$ cat src/rtl/s_inter_pkg.sv
// Shared definitions for the inbound response path: packet type codes,
// header field positions and the receive FSM state encoding.
package s_inter_pkg;

  localparam logic [3:0] TYPE_R = 4'b0011;
  localparam logic [3:0] TYPE_B = 4'b0100;

  localparam int HDR_TYPE_LSB = 0;
  localparam int HDR_TYPE_MSB = 3;
  localparam int HDR_RESP_LSB = 4;
  localparam int HDR_RESP_MSB = 5;
  localparam int HDR_ID_LSB   = 6;
  localparam int HDR_ID_MSB   = 23;
  localparam int HDR_LEN_LSB  = 24;
  localparam int HDR_LEN_MSB  = 31;

  localparam logic [1:0] RESP_SLVERR = 2'b10;

  typedef enum logic [1:0] {
    ST_IDLE   = 2'd0,
    ST_R_DATA = 2'd1,
    ST_DROP   = 2'd2
  } state_e;

endpackage

$ cat src/rtl/s_inter_out_slice.sv
// One-entry valid/ready output register; payload is captured on an input
// handshake and held until the downstream accepts it.
module s_inter_out_slice #(
  parameter int W = 8
) (
  input  logic         clk,
  input  logic         resetn,
  input  logic         in_valid,
  output logic         in_ready,
  input  logic [W-1:0] in_data,
  output logic         out_valid,
  input  logic         out_ready,
  output logic [W-1:0] out_data
);

  logic         valid_r;
  logic [W-1:0] data_r;

  assign in_ready  = ~valid_r | out_ready;
  assign out_valid = valid_r;
  assign out_data  = data_r;

  // Holding register: load on input handshake, release on output handshake.
  always_ff @(posedge clk or negedge resetn) begin
    if (!resetn) begin
      valid_r <= 1'b0;
      data_r  <= '0;
    end else if (in_valid && in_ready) begin
      valid_r <= 1'b1;
      data_r  <= in_data;
    end else if (out_ready) begin
      valid_r <= 1'b0;
    end else begin
      valid_r <= valid_r;
    end
  end

endmodule

$ cat src/rtl/s_inter_rx.sv
// Inbound response depacketiser: decodes header beats, rebuilds full AXI IDs
// from the connection ID and emits AXI R/B responses; malformed packets are counted.
module s_inter_rx
  import s_inter_pkg::*;
#(
  parameter int ID_W  = 22,
  parameter int ERR_W = 16
) (
  input  logic             clk,
  input  logic             resetn,
  input  logic [127:0]     rx_data,
  input  logic [15:0]      rx_keep,
  input  logic             rx_last,
  input  logic [3:0]       rx_connection_id,
  input  logic             rx_valid,
  output logic             rx_ready,
  output logic [127:0]     s_axi_rdata,
  output logic [ID_W-1:0]  s_axi_rid,
  output logic [1:0]       s_axi_rresp,
  output logic             s_axi_rlast,
  output logic             s_axi_rvalid,
  input  logic             s_axi_rready,
  output logic [ID_W-1:0]  s_axi_bid,
  output logic [1:0]       s_axi_bresp,
  output logic             s_axi_bvalid,
  input  logic             s_axi_bready,
  output logic [ERR_W-1:0] err_cnt
);

  localparam int R_W = 128 + ID_W + 2 + 1;
  localparam int B_W = ID_W + 2;

  function automatic logic [ERR_W-1:0] sat_inc(input logic [ERR_W-1:0] v);
    if (&v) begin
      sat_inc = v;
    end else begin
      sat_inc = v + {{(ERR_W-1){1'b0}}, 1'b1};
    end
  endfunction

  state_e            state_r, state_s;
  logic [7:0]        cnt_r, cnt_s;
  logic [7:0]        len_r, len_s;
  logic [ID_W-1:0]   rid_r, rid_s;
  logic [1:0]        rresp_r, rresp_s;
  logic [ERR_W-1:0]  err_r;
  logic              live_r;
  logic              err_inc_s, r_load_s, b_load_s, r_last_s;
  logic [1:0]        r_out_resp_s;
  logic              rx_ready_s, accept_s;
  logic              r_in_ready_s, b_ready_unused_s, keep_unused_s;
  logic [R_W-1:0]    r_out_data_s;
  logic [B_W-1:0]    b_out_data_s;

  logic [3:0]        hdr_type_s;
  logic [1:0]        hdr_resp_s;
  logic [7:0]        hdr_len_s;
  logic [ID_W-1:0]   hdr_id_s;

  assign hdr_type_s    = rx_data[HDR_TYPE_MSB:HDR_TYPE_LSB];
  assign hdr_resp_s    = rx_data[HDR_RESP_MSB:HDR_RESP_LSB];
  assign hdr_len_s     = rx_data[HDR_LEN_MSB:HDR_LEN_LSB];
  assign hdr_id_s      = {rx_connection_id, rx_data[HDR_ID_LSB +: ID_W-4]};
  assign keep_unused_s = ^rx_keep;

  assign rx_ready = rx_ready_s;
  assign accept_s = rx_valid & rx_ready_s;
  assign err_cnt  = err_r;

  // Ingress ready; a pending B response also holds off R headers in IDLE.
  always_comb begin
    rx_ready_s = 1'b0;
    if (live_r) begin
      case (state_r)
        ST_IDLE:   rx_ready_s = ~s_axi_bvalid;
        ST_R_DATA: rx_ready_s = r_in_ready_s;
        ST_DROP:   rx_ready_s = 1'b1;
        default:   rx_ready_s = 1'b0;
      endcase
    end else begin
      rx_ready_s = 1'b0;
    end
  end

  // Packet decode: next state, latched R context and output loads.
  always_comb begin
    state_s      = state_r;
    cnt_s        = cnt_r;
    len_s        = len_r;
    rid_s        = rid_r;
    rresp_s      = rresp_r;
    err_inc_s    = 1'b0;
    r_load_s     = 1'b0;
    b_load_s     = 1'b0;
    r_last_s     = 1'b0;
    r_out_resp_s = rresp_r;
    case (state_r)
      ST_IDLE: begin
        if (accept_s) begin
          case (hdr_type_s)
            TYPE_B: begin
              if (rx_last) begin
                b_load_s = 1'b1;
              end else begin
                err_inc_s = 1'b1;
                state_s   = ST_DROP;
              end
            end
            TYPE_R: begin
              if (!rx_last) begin
                rid_s   = hdr_id_s;
                rresp_s = hdr_resp_s;
                len_s   = hdr_len_s;
                cnt_s   = 8'd0;
                state_s = ST_R_DATA;
              end else begin
                err_inc_s = 1'b1;
              end
            end
            default: begin
              err_inc_s = 1'b1;
              if (rx_last) begin
                state_s = ST_IDLE;
              end else begin
                state_s = ST_DROP;
              end
            end
          endcase
        end else begin
          state_s = ST_IDLE;
        end
      end
      ST_R_DATA: begin
        if (accept_s) begin
          r_load_s = 1'b1;
          if (cnt_r == len_r) begin
            r_last_s = 1'b1;
            if (rx_last) begin
              state_s = ST_IDLE;
            end else begin
              err_inc_s = 1'b1;
              state_s   = ST_DROP;
            end
          end else if (rx_last) begin
            // Truncated burst: close it out towards AXI with an error beat.
            r_last_s     = 1'b1;
            r_out_resp_s = RESP_SLVERR;
            err_inc_s    = 1'b1;
            state_s      = ST_IDLE;
          end else begin
            cnt_s = cnt_r + 8'd1;
          end
        end else begin
          state_s = ST_R_DATA;
        end
      end
      ST_DROP: begin
        if (accept_s && rx_last) begin
          state_s = ST_IDLE;
        end else begin
          state_s = ST_DROP;
        end
      end
      default: state_s = ST_IDLE;
    endcase
  end

  // FSM state and R burst context.
  always_ff @(posedge clk or negedge resetn) begin
    if (!resetn) begin
      state_r <= ST_IDLE;
      cnt_r   <= 8'd0;
      len_r   <= 8'd0;
      rid_r   <= '0;
      rresp_r <= 2'b00;
      live_r  <= 1'b0;
    end else begin
      state_r <= state_s;
      cnt_r   <= cnt_s;
      len_r   <= len_s;
      rid_r   <= rid_s;
      rresp_r <= rresp_s;
      live_r  <= 1'b1;
    end
  end

  // Saturating malformed-packet counter.
  always_ff @(posedge clk or negedge resetn) begin
    if (!resetn) begin
      err_r <= '0;
    end else if (err_inc_s) begin
      err_r <= sat_inc(err_r);
    end else begin
      err_r <= err_r;
    end
  end

  s_inter_out_slice #(.W(R_W)) u_r_slice (
    .clk       (clk),
    .resetn    (resetn),
    .in_valid  (r_load_s),
    .in_ready  (r_in_ready_s),
    .in_data   ({rx_data, rid_r, r_out_resp_s, r_last_s}),
    .out_valid (s_axi_rvalid),
    .out_ready (s_axi_rready),
    .out_data  (r_out_data_s)
  );

  s_inter_out_slice #(.W(B_W)) u_b_slice (
    .clk       (clk),
    .resetn    (resetn),
    .in_valid  (b_load_s),
    .in_ready  (b_ready_unused_s),
    .in_data   ({hdr_id_s, hdr_resp_s}),
    .out_valid (s_axi_bvalid),
    .out_ready (s_axi_bready),
    .out_data  (b_out_data_s)
  );

  assign {s_axi_rdata, s_axi_rid, s_axi_rresp, s_axi_rlast} = r_out_data_s;
  assign {s_axi_bid, s_axi_bresp} = b_out_data_s;

endmodule

$ cat config.mk
export PLATFORM = sky130hd
export DESIGN_NAME = s_inter_rx
export DESIGN_NICKNAME = d
export VERILOG_FILES = /design/src/rtl/s_inter_pkg.sv /design/src/rtl/s_inter_out_slice.sv /design/src/rtl/s_inter_rx.sv
export SDC_FILE = /design/constraint.sdc
export NUM_CORES = 1
export LEC_CHECK = 0
export ABC_AREA = 1
export BUFFER_PORTS_ARGS = -buffer_cell sky130_fd_sc_hd__clkbuf_2
export CAP_MARGIN = 0
export CORE_MARGIN = 1.5
export CORE_UTILIZATION = 45
export CTS_CLUSTER_DIAMETER = 80
export DETAILED_ROUTE_END_ITERATION = 10
export PLACE_DENSITY_LB_ADDON = 0.12
export SYNTH_ARGS = -nofsm -noshare
export SYNTH_HDL_FRONTEND = slang
export SYNTH_SLANG_ARGS = --single-unit
$ cat constraint.sdc
create_clock -name clk -period 2.8 [get_ports clk]
set_input_delay 0.56 -clock clk [delete_from_list [all_inputs] [get_ports clk]]
set_output_delay 0.56 -clock clk [all_outputs]
set_load 0.03 [all_outputs]
Word-level counts from Yosys, hierarchy flattened. Index checks and enable logic that the tools add are counted.

ROM bits: 0. Word-level logic and storage cells: 88. RAM bits: 0. Memories kept: 0. Flip-flop bits (word level): 238. Latch bits: 0. Output and inout bits: 196. Input port bits: 154.

Reductions and logical operators: 12. Shift operators: 0. $add $sub $neg: 2. Divide/modulo/power cells: 0. Magnitude comparators: 0. Multiplexer cells: 42. Multiply operators: 0. Equality and inequality tests: 14. Bitwise gates (word level): 7.

Operators with widths (count): $mux W8 (6); $mux W2 (12); $mux W1 (18); $add A16 B1 Y16 const B (1); $pmux W8 S2 (1); $reduce_and A16 Y1 (1); $ne A4 B4 Y1 const B (3); $ne A2 B2 Y1 const B (5); $add A8 B1 Y8 const B (1); $eq A8 B8 Y1 (1); $reduce_and A7 Y1 (1); $pmux W2 S3 (1); $reduce_bool A2 Y1 (3); $eq A4 B2 Y1 const B (1); $eq A4 B3 Y1 const B (1); $not A1 Y1 (4); $pmux W1 S2 (2); $pmux W2 S2 (1); $reduce_and A4 Y1 (1); $logic_and A1 B1 Y1 (3); $pmux W1 S3 (1); $reduce_and A3 Y1 (1); $eq A2 B1 Y1 const B (1); $eq A2 B2 Y1 const B (1); 5 further kinds (6).

Depth between registers and ports, before layout.
Depth in word-level cells: 9. Gate-level depth with buffers: 15. Mapped depth without buffers: 14.

Hierarchy. A second synthesis with hierarchy kept.

Cell total of the unflattened synthesis: 1219. Area, all modules: 10468.8 um^2.

Modules (own cells, without submodules): s_inter_out_slice at u_r_slice (area each 6083.3 um^2, times used 1, seq. area each 3853.7 um^2, cells an instance 667); s_inter_rx (area each 3291.9 um^2, times used 1, seq. area each 1476.4 um^2, cells an instance 444); s_inter_out_slice at u_b_slice (area each 1093.5 um^2, times used 1, seq. area each 625.6 um^2, cells an instance 108).

Least setup slack after synthesis. Ideal clock, no wire load.

Path type: register to register. Start point: reg cnt_r[5]. End point: reg err_r[6] (netlist: err_cnt[6]). Path slack: 0.830 ns. Clock period less this slack: 1.970 ns. Setup time: 0.119 ns. Data required time: 2.681 ns. Data arrival time: 1.851 ns. Path buffers: 1. Stages on the path, launching flop included: 16. Path through: dfrtp_1 -> inv_1 -> nand2_1 -> nand2_1 -> nand2_1 -> nor2_1 -> nand2_1 -> ha_1 -> nor2_1 -> nor2_1 -> nand2_2 -> nor2_8 -> nand2_2 -> buf_6 -> nand2_1 -> nand2_1.

Longest elaborated chain between the ends: 5.

RTL lines: start: declaration (RTL line s_inter_rx.sv:42) `logic [7:0] cnt_r, cnt_s;`; start signal: assignment (RTL line s_inter_rx.sv:179) `cnt_r <= cnt_s;`; $eq A8 B8 Y1 (RTL line s_inter_rx.sv:136) `if (cnt_r == len_r) begin`; $mux W1 (RTL line s_inter_rx.sv:136); $mux W1 (RTL line s_inter_rx.sv:134) `if (accept_s) begin`; $pmux W1 S2 (RTL line s_inter_rx.sv:97) `case (state_r)`; $reduce_and A2 Y1 (no source line); end signal: assignment (RTL line s_inter_rx.sv:192) `err_r <= sat_inc(err_r);`; end signal: assignment (RTL line s_inter_rx.sv:194) `err_r <= err_r;`; end: declaration (RTL line s_inter_rx.sv:46) `logic [ERR_W-1:0] err_r;`.

Every way passes these cells. A chain may end at the register's enable or synchronous reset.

Final worst setup path.
Start point: reg state_r[1]. End point: out rx_ready.

Longest elaborated chain between the ends: 3. Elaborated cells on any way between the ends: 5. Those cells by class: 2 x eq/ne; 2 x mux; 1 x reduce/logical.

RTL lines: start: declaration (RTL line s_inter_rx.sv:41) `state_e state_r, state_s;`; start signal: assignment (RTL line s_inter_rx.sv:178) `state_r <= state_s;`; $eq A2 B2 Y1 (tied with other cells) (RTL line s_inter_rx.sv:74) `case (state_r)`; $pmux W1 S3 (*) (RTL line s_inter_rx.sv:74); $mux W1 (*) (RTL line s_inter_rx.sv:73) `if (live_r) begin`; end: declaration (RTL line s_inter_rx.sv:16) `output logic rx_ready,`.

Every way passes the cells marked *; elsewhere a longest branch is shown, timed or not.

==> key figures <==
Run status
  • Status: finished, final reports clean

Worst setup path
  • Crit Path Class: register to output port
  • Crit-path cells: nor2_4 > nand2_2 > nand2_2 > nand2_1 > inv_1 > clkbuf_2
  • WP data arrival: 1.79 ns
  • Most frequent CP cell: nand2_2
  • WP data required: 2.24 ns
  • Largest fanout on the critical path: 9
  • CP max stage cell: dfrtp_1
  • Kind of start point of the critical path: register
  • Kind of end point of the critical path: output port
  • Crit path buffers/inverters: 2
  • CP peak stage delay: ~0.44 ns
  • CP delay by family, top: simple AND/OR/NAND/NOR gates

Routing
  • WL met3: 2080 um
  • Top Metal Used: met5
  • Initial DRC count: 380
  • Wire per inst: 14.5 um
  • Routed wire length: 25300 um
  • Detail Route Antenna Nets: 0
  • Via Count: 8187
  • 1st-pass router iterations: 7
  • WL met2: 11900 um
  • DR vias/cell: 4.68
  • Met1 Wirelength: around 11000 um
  • DRC violations left: 0

STA
  • Clock Skew: 0.0183 ns
  • Slew @ Worst Pin: 0.965 ns
  • Setup tns final: 0 ns
  • Fin Hold WS: ~0.022 ns
  • Final worst path period share: 84.1%
  • RSZ-0062 raised after global routing: no
  • Slew HR: 35.7%
  • Highest Clock Rate: approximately 0.42 GHz
  • Period minus WS final: 2.35 ns
  • Slew Limit Fails: 0
  • Final Hold Fails: 0
  • Setup Viol. Count Final: 0

Logic synthesis
  • Syn Area/Cell: 8.74 um^2
  • Yosys warns: 0
  • Post-synth net total: 1285
  • Post-synth ARST share: 100%
  • Post-synth EDFFs: 0
  • Register area share after synthesis: 60.5%
  • Dominant synthesized flop cell: dfrtp_1
  • Top cell type's share of synthesized area: 60.5%
  • Cell taking the most area after synthesis: dfrtp_1
  • Synthesized cell area: 0.00985 mm^2
  • Flops & latches, synth: 238
  • Gate Count Post-Synth: 1127
  • Post-synthesis cell type count: 34
  • Synth area leaders: dfrtp_1 (60%), nand2_1 (22%), o21ai_1 (4.1%)

Cells and area
  • Area grow syn2layout: 28.0%
  • Ratio of cells with drive above 1 in the final layout: 28.2%
  • Nets: 1613
  • Number of diodes: 0
  • Most frequent cells in the layout: nand2_1 (566), clkbuf_2 (332), dfrtp_1 (238)
  • Fillers: 1908
  • Most common cell after layout, fill and taps aside: nand2_1

Global routing
  • Largest net degree at the start of global routing: 79
  • Aggregate global-route resource usage: 21.9%
  • Initial antenna violation count: 1
  • Total grt overflow: 0
  • First-pass GRT wire length: roughly 40000 um
  • Number of global-route vias before repair: 7640

Clock tree
  • Clock transition at the registers of the reported paths: 0.06 ns
  • CTS H-tree depth: 1
  • Clock sinks: 238
  • Postcts setup bufs: 0
  • Post-CTS resize count: 0
  • CTS tree: yes
  • Hold Buf Count CTS: 0
  • Clock Tree Buf Depth: 3
  • CTS buffer count: 25
  • CTS Root Cell: clkbuf_16
  • Worst skew pair latency: 0.52 ns

Floorplanning
  • Die Wd: 151 um
  • Core ar.: approximately 0.021 mm^2
  • Starting density of the core: approximately 46%
  • Io pins: 350
  • Die Footprint: 0.0228 mm^2
  • Placement Rows: 53
  • Die height: 151 um

Power
  • Leak: ~7.4 nW
  • Max VDD drop: 0.000463 V
  • Pwr per Cell Area: 759 mW/mm^2

Placed design
  • Port buffer count: 333
  • Dpl hpwl: 18100 um
  • Gpl congestion: approximately 0.85

Run
  • Max_cap viols: 0

Worst hold path
  • Hold crit path type: primary input to async pin
==> report_power, final <==
group          internal, mW  switching (mW)
Clock                  1.94            1.37
Sequential             3.90           0.275
Combinational         0.612            1.47
==> worst paths after layout <==
kind	slack (ns)	to	from	cells after the start
max in group asynchronous	2.02	live_r	resetn	2
max	0.45	rx_ready	state_r[1]	6
min in group clk	0.22	u_b_slice.out_valid	s_axi_bready	2
max reg2reg	0.51	err_cnt[10]	cnt_r[5]	14
min	0.02	u_r_slice.out_data[70]	resetn	1
min reg2reg	0.46	u_r_slice.out_data[11]	rid_r[8]	2
==> registers in the layout (all words and copies together), names as in the netlist <==
signal and count:
u_b_slice.out_data 24, cnt_r 8, u_b_slice.out_valid 1, u_r_slice.out_data 153
len_r 8, rid_r 22, rresp_r 2, u_r_slice.out_valid 1
live_r 1, state_r 2, err_cnt 16
==> metal layers <==
metal	global-route usage [%]	vias up
met4	5.92	2
met2	36.2	256
met5	0	-
met3	5.69	38
li1	-	4149
met1	28.5	3742
==> synth_stat cells, drive strengths merged (2+ instances only) <==
cell type  number
nand2         572
dfrtp         238
o21ai          90
inv            63
buf            42
nand3          36
nor2           33
nand4          12
xnor2           9
xor2            8
nor3            6
clkbuf          5
ha              4
a21boi          2
a21oi           2
==> final cells by class <==
| type | instances | area (um^2) | share of cell area, % |
|---|---|---|---|
| inverters | 64 | 244 | 1.94 |
| flip-flops and latches | 238 | 5960 | 47.3 |
| well taps | 275 | 344 | 2.73 |
| repair buffers | 348 | 1860 | 14.8 |
| clock buffers | 34 | 739 | 5.87 |
| multi-input cells | 778 | 3360 | 26.7 |
| clock inverters | 11 | 96.3 | 0.764 |
==> metrics by stage <==
step                      instances  utilization [%]  setup WS (ns)  cell area (um^2)  total power [mW]
after floorplan                1127                -          0.830              9850              5.55
after global placement         1703             55.5          0.531             11800              6.30
after detailed placement       1703             55.5          0.501             11800              6.34
after CTS                      1748             59.4          0.422             12600              9.70
after global routing           1748             59.4          0.233             12600              10.1
final                          1748             59.4          0.446             12600              9.57
==> cells by family after synthesis <==
group           after synthesis  synth area share, %
simple gates                661                 26.7
flops                       238                 60.5
compound gates               95                 5.21
other cells                   1               0.0381
fa+ha+maj                     4                0.508
xor+xnor                     17                 1.51
buf+inv                     111                 5.53
No activity file was read; power rests on OpenSTA's default activity.
